File: src/rtl/serial_adder_pkg.sv
// Shared types and defaults for the bit-serial adder.
package serial_adder_pkg;

  typedef enum logic [1:0] {IDLE, RUN, DONE} sa_state_t;

  localparam int SA_DEFAULT_WIDTH = 8;

endpackage

File: src/rtl/full_adder.sv
// Single-bit full-adder cell used as the bit slice of the serial adder.
module full_adder (
  input  logic A,
  input  logic B,
  input  logic Cin,
  output logic S,
  output logic Cout
);

  assign S    = A ^ B ^ Cin;
  assign Cout = (A & B) | (A & Cin) | (B & Cin);

endmodule

File: src/rtl/serial_adder.sv
// Bit-serial adder: walks the operands LSB-first through one full-adder cell,
// one bit per clock, and publishes {Cout,S} and overflow on a one-cycle done.
module serial_adder
  import serial_adder_pkg::*;
#(
  parameter int WIDTH = SA_DEFAULT_WIDTH
) (
  input  logic             clk,
  input  logic             rst_n,
  input  logic             start,
  input  logic [WIDTH-1:0] A,
  input  logic [WIDTH-1:0] B,
  input  logic             Cin,
  output logic             busy,
  output logic             done,
  output logic [WIDTH-1:0] S,
  output logic             Cout,
  output logic             Ovf
);

  localparam int CW = (WIDTH > 1) ? $clog2(WIDTH) : 1;
  localparam logic [CW-1:0] LAST = CW'(WIDTH - 1);

  sa_state_t        state_q, state_d;
  logic [CW-1:0]    cnt_q, cnt_d;
  logic [WIDTH-1:0] a_sh_q, a_sh_d;
  logic [WIDTH-1:0] b_sh_q, b_sh_d;
  logic [WIDTH-1:0] sum_sh_q, sum_sh_d;
  logic             carry_q, carry_d;
  logic [WIDTH-1:0] s_q, s_d;
  logic             cout_q, cout_d;
  logic             ovf_q, ovf_d;
  logic             fa_s, fa_co;

  full_adder u_fa (
    .A    (a_sh_q[0]),
    .B    (b_sh_q[0]),
    .Cin  (carry_q),
    .S    (fa_s),
    .Cout (fa_co)
  );

  always_comb begin
    state_d  = state_q;
    cnt_d    = cnt_q;
    a_sh_d   = a_sh_q;
    b_sh_d   = b_sh_q;
    sum_sh_d = sum_sh_q;
    carry_d  = carry_q;
    s_d      = s_q;
    cout_d   = cout_q;
    ovf_d    = ovf_q;
    unique case (state_q)
      IDLE: begin
        if (start) begin
          a_sh_d  = A;
          b_sh_d  = B;
          carry_d = Cin;
          cnt_d   = '0;
          state_d = RUN;
        end
      end
      RUN: begin
        a_sh_d   = a_sh_q >> 1;
        b_sh_d   = b_sh_q >> 1;
        sum_sh_d = sum_sh_q >> 1;
        sum_sh_d[WIDTH-1] = fa_s;
        carry_d  = fa_co;
        if (cnt_q == LAST) begin
          // carry_q is the carry into the MSB on this final slice
          s_d     = sum_sh_d;
          cout_d  = fa_co;
          ovf_d   = carry_q ^ fa_co;
          state_d = DONE;
        end else begin
          cnt_d = cnt_q + CW'(1);
        end
      end
      DONE: state_d = IDLE;
      default: state_d = IDLE;
    endcase
  end

  always_ff @(posedge clk or negedge rst_n) begin
    if (!rst_n) begin
      state_q  <= IDLE;
      cnt_q    <= '0;
      a_sh_q   <= '0;
      b_sh_q   <= '0;
      sum_sh_q <= '0;
      carry_q  <= 1'b0;
      s_q      <= '0;
      cout_q   <= 1'b0;
      ovf_q    <= 1'b0;
    end else begin
      state_q  <= state_d;
      cnt_q    <= cnt_d;
      a_sh_q   <= a_sh_d;
      b_sh_q   <= b_sh_d;
      sum_sh_q <= sum_sh_d;
      carry_q  <= carry_d;
      s_q      <= s_d;
      cout_q   <= cout_d;
      ovf_q    <= ovf_d;
    end
  end

  assign busy = (state_q != IDLE);
  assign done = (state_q == DONE);
  assign S    = s_q;
  assign Cout = cout_q;
  assign Ovf  = ovf_q;

endmodule
File: config.mk
export PLATFORM = sky130hd
export DESIGN_NAME = serial_adder
export DESIGN_NICKNAME = d
export VERILOG_FILES = /design/src/rtl/serial_adder_pkg.sv /design/src/rtl/full_adder.sv /design/src/rtl/serial_adder.sv
export SDC_FILE = /design/constraint.sdc
export NUM_CORES = 1
export LEC_CHECK = 0
export BUFFER_PORTS_ARGS = -buffer_cell sky130_fd_sc_hd__buf_2
export CAP_MARGIN = 40
export CORE_MARGIN = 2
export CORE_UTILIZATION = 40
export DETAILED_ROUTE_END_ITERATION = 16
export PLACE_DENSITY = 0.69
export SLEW_MARGIN = 20
export SYNTH_ARGS = -nofsm -noshare
export SYNTH_HDL_FRONTEND = slang
export SYNTH_HIERARCHICAL = 1
export SYNTH_SLANG_ARGS = --single-unit
File: constraint.sdc
create_clock -name clk -period 2.46 [get_ports clk]
set_input_delay 0.123 -clock clk [delete_from_list [all_inputs] [get_ports clk]]
set_output_delay 0.123 -clock clk [all_outputs]
set_load 0.03 [all_outputs]
==> impl_metrics.env <==
export IMPL_synth_nets=186
export IMPL_place_gp_congestion=0.7022
export IMPL_hpwlAfterDp_um=2285
export IMPL_max_slew_margin_rel=0.6196
export IMPL_die_h_um=71.46
export IMPL_worst_hold_path_type="in2reg"
export IMPL_fmaxAchievable_ghz=0.5893
export IMPL_post_synth_top_area_fraction=0.5361
export IMPL_final_max_slew_violation_count=0
export IMPL_placedCellCount=240
export IMPL_power_density_cell_area_mw_per_mm2=1240
export IMPL_clockBufferDepth=2
export IMPL_fin_nets=219
export IMPL_post_cts_resized=0
export IMPL_grt_setup_unrepaired="false"
export IMPL_most_common_cell_in_the_netlist="sky130_fd_sc_hd__dfrtp_1"
export IMPL_post_route_min_period_ns=1.697
export IMPL_synth_ff_latch_count=39
export IMPL_via_count_of_the_first_global_routing_pass=1251
export IMPL_end_kind="output pin"
export IMPL_globalRouteOverflowTotal=0
export IMPL_timing_critical_path_fanout_max=19
export IMPL_ant_nets=0
export IMPL_p_leak_nw=1.032
export IMPL_routed_wl_um=3194
export IMPL_syn2layout_area_growth_pct=16.01
export IMPL_timing_critical_path_slowest_stage_cell="sky130_fd_sc_hd__dfrtp_1"
export IMPL_slowest_delay_ns=0.62
export IMPL_critical_path_cell_list="buf_4, nor2b_1, buf_2"
export IMPL_hold_violations=0
export IMPL_fraction_of_final_layout_cells_with_drive_strength_greater_than_1=0.2437
export IMPL_cts_reportedPaths_clkPinSlew_ns=0.07
export IMPL_synth_async_reset_ratio=1.000
export IMPL_via_count=1280
export IMPL_synth_cell_type_count=32
export IMPL_ys_dominant_reg_cell="sky130_fd_sc_hd__dfrtp_1"
export IMPL_fin_util=0.4817
export IMPL_ys_top_cells_by_count="39 x sky130_fd_sc_hd__dfrtp_1, 32 x sky130_fd_sc_hd__nand2_1, 13 x sky130_fd_sc_hd__o21ai_1"
export IMPL_drt_first_pass_iters=4
export IMPL_postSynthCellCount=163
export IMPL_clock_latency_ns=0.29
export IMPL_clock_skew_final_ns=0.002006
export IMPL_run_status="finished clean"
export IMPL_synth_edf_count=0
export IMPL_avgSynthCellArea_sq_um=11.17
export IMPL_io_pins=32
export IMPL_finalSetupViolCount=0
export IMPL_drc=0
export IMPL_post_synth_main_area_contributors="sky130_fd_sc_hd__dfrtp_1 54%, sky130_fd_sc_hd__nand2_1 6.6%, sky130_fd_sc_hd__mux2_1 5.6%, sky130_fd_sc_hd__a221o_1 4.4%, sky130_fd_sc_hd__o21ai_1 3.6%"
export IMPL_global_route_usage_total=0.1457
export IMPL_placeableCoreArea_sq_mm=0.004384
export IMPL_whs_ns=0.05917
export IMPL_final_cell_count_no_fill=249
export IMPL_pin_count_of_the_biggest_net_entering_global_routing=24
export IMPL_tightestPinTransition_ns=0.5680
export IMPL_synth_cell_area_sq_mm=0.001820
export IMPL_antenna_cells=0
export IMPL_max_cap_viol_count=0
export IMPL_cts_max_level=2
export IMPL_die_area_sq_mm=0.005107
export IMPL_via_per_inst=5.141
export IMPL_cts_repair_timing_setup_buffer_count=0
export IMPL_grt_first_pass_wirelength_um=5747
export IMPL_irDropWorstVdd_uv=606.1
export IMPL_required_ns=2.34
export IMPL_antenna_found_initial=0
export IMPL_port_buffers=31
export IMPL_setup_total_negative_slack_ns=0
export IMPL_cts_tree="built"
export IMPL_yosysSeqAreaShare=0.5361
export IMPL_root_buffer="sky130_fd_sc_hd__clkbuf_8"
export IMPL_p_total_mw=2.618
export IMPL_yosysTopAreaCell="sky130_fd_sc_hd__dfrtp_1"
export IMPL_cts_buffers_inserted=5
export IMPL_cp_arrival_ns=1.57
export IMPL_start_util=0.4152
export IMPL_setup_worst_path_start_class="flop"
export IMPL_cts_num_sinks=39
export IMPL_rows=24
export IMPL_ys_warn_count=6
export IMPL_min_period_over_period=0.6898
export IMPL_wl_per_cell_um=12.83
export IMPL_chipWidth_um=71.46
export IMPL_drt_iter0_drc=61
export IMPL_critPathKind="reg2out"
kinds of logic after synthesis:
logic type / count (synthesis) / synth area share
DFF: 39 / 0.5361
buffers and inverters: 15 / 0.05085
adders and majority gates: 3 / 0.02474
muxes: 10 / 0.06186
AOI/OAI and AO/OA: 37 / 0.1560
and+or+nand+nor: 58 / 0.1656
xor gates and xnor gates: 1 / 0.004812
layout make-up:
| type | count | area (sq um) |
|---|---|---|
| clock buffer | 6 | 72.57 |
| clock inverter | 2 | 12.51 |
| fill | 420 | 2272 |
| inverter | 5 | 18.77 |
| multi-input combinational | 109 | 752.0 |
| sequential | 39 | 975.9 |
| tap | 52 | 65.06 |
| timing repair buffer | 36 | 215.2 |
state kept, by name, indices dropped and copies added (netlist names):
signal / flops
S: 8
a_sh_q: 8
b_sh_q: 8
sum_sh_q: 7
cnt_q: 3
state_q: 2
Cout: 1
Ovf: 1
carry_q: 1
report_power, final:
| group | leakage [nW] | internal (mW) | switching [mW] | total (mW) |
|---|---|---|---|---|
| Clock | 0.0412 | 0.198 | 0.220 | 0.418 |
| Sequential | 0.480 | 0.931 | 0.194 | 1.13 |
| Combinational | 0.511 | 0.480 | 0.595 | 1.07 |
| Total | 1.03 | 1.61 | 1.01 | 2.62 |
what timing repair did:
item | CTS | global route
endpoints found under the setup margin | 0 | 0
endpoints found under the hold margin | 16 | 0
hold buffers | 1 | 0
per-stage QoR:
stage | area [sq um] | worst slack, ns
finish | 2112 | 0.7631
global route | 2112 | 0.6138
CTS | 2112 | 0.7489
detailed placement | 2017 | 0.8811
global placement | 1989 | 0.9117
floorplan | 1821 | 0.9270
worst max-delay path: cells and delay by family, from the launching register on:
kind | cells | cell delay (ns)
buffers and inverters | 2 | 0.51
flip-flops | 1 | 0.62
AND/OR/NAND/NOR | 1 | 0.15
placed cells by master (no fill, tap or decap), types with 2 or more instances in the layout:
| cell type | synthesis | routed |
|---|---|---|
| sky130_fd_sc_hd__nand2b_1 | 10 | 10 |
| sky130_fd_sc_hd__nor3b_1 | 2 | 2 |
| sky130_fd_sc_hd__dfrtp_1 | 39 | 39 |
| sky130_fd_sc_hd__nor2_1 | 3 | 3 |
| sky130_fd_sc_hd__o21ai_1 | 13 | 13 |
| sky130_fd_sc_hd__a211oi_1 | 2 | 2 |
| sky130_fd_sc_hd__a221o_1 | 8 | 8 |
| sky130_fd_sc_hd__nor2b_1 | 2 | 2 |
| sky130_fd_sc_hd__o221a_1 | 2 | 2 |
| sky130_fd_sc_hd__ha_1 | 2 | 2 |
| sky130_fd_sc_hd__mux2_1 | 9 | 9 |
| sky130_fd_sc_hd__clkbuf_8 | 0 | 5 |
| sky130_fd_sc_hd__inv_1 | 4 | 4 |
| sky130_fd_sc_hd__buf_4 | 3 | 3 |
| sky130_fd_sc_hd__nand3b_1 | 2 | 2 |
| sky130_fd_sc_hd__nor3_1 | 2 | 2 |
| sky130_fd_sc_hd__nand2_1 | 32 | 32 |
| sky130_fd_sc_hd__a22o_1 | 5 | 5 |
| sky130_fd_sc_hd__buf_2 | 2 | 31 |
| sky130_fd_sc_hd__o22a_1 | 3 | 3 |
| sky130_fd_sc_hd__a2bb2oi_1 | 3 | 3 |
metal layers:
layer,vias up,track usage,share of wire
met1,610,0.1998,0.51
met5,-,0,0
met3,5,0.05767,0.049
met4,0,0.05031,0.014
li1,635,-,-
met2,30,0.2109,0.43
worst paths after layout:
path | from | endpoint | slack [ns] | depth (start not counted)
setup / recovery | state_q[1]$_DFFE_PN0P_ | done | 0.76 | 3
hold / removal | B[7] | b_sh_q[7]$_DFFE_PN0P_ | 0.06 | 3
setup reg to reg | cnt_q[0]$_DFFE_PN0P_ | S[1]$_DFFE_PN0P_ | 0.90 | 4
hold reg to reg | S[0]$_DFFE_PN0P_ | S[0]$_DFFE_PN0P_ | 0.49 | 1
max in group asynchronous | rst_n | a_sh_q[5]$_DFFE_PN0P_ | 1.71 | 3
min in group asynchronous | rst_n | S[1]$_DFFE_PN0P_ | 0.30 | 2
(Power assumes the default switching activity.)
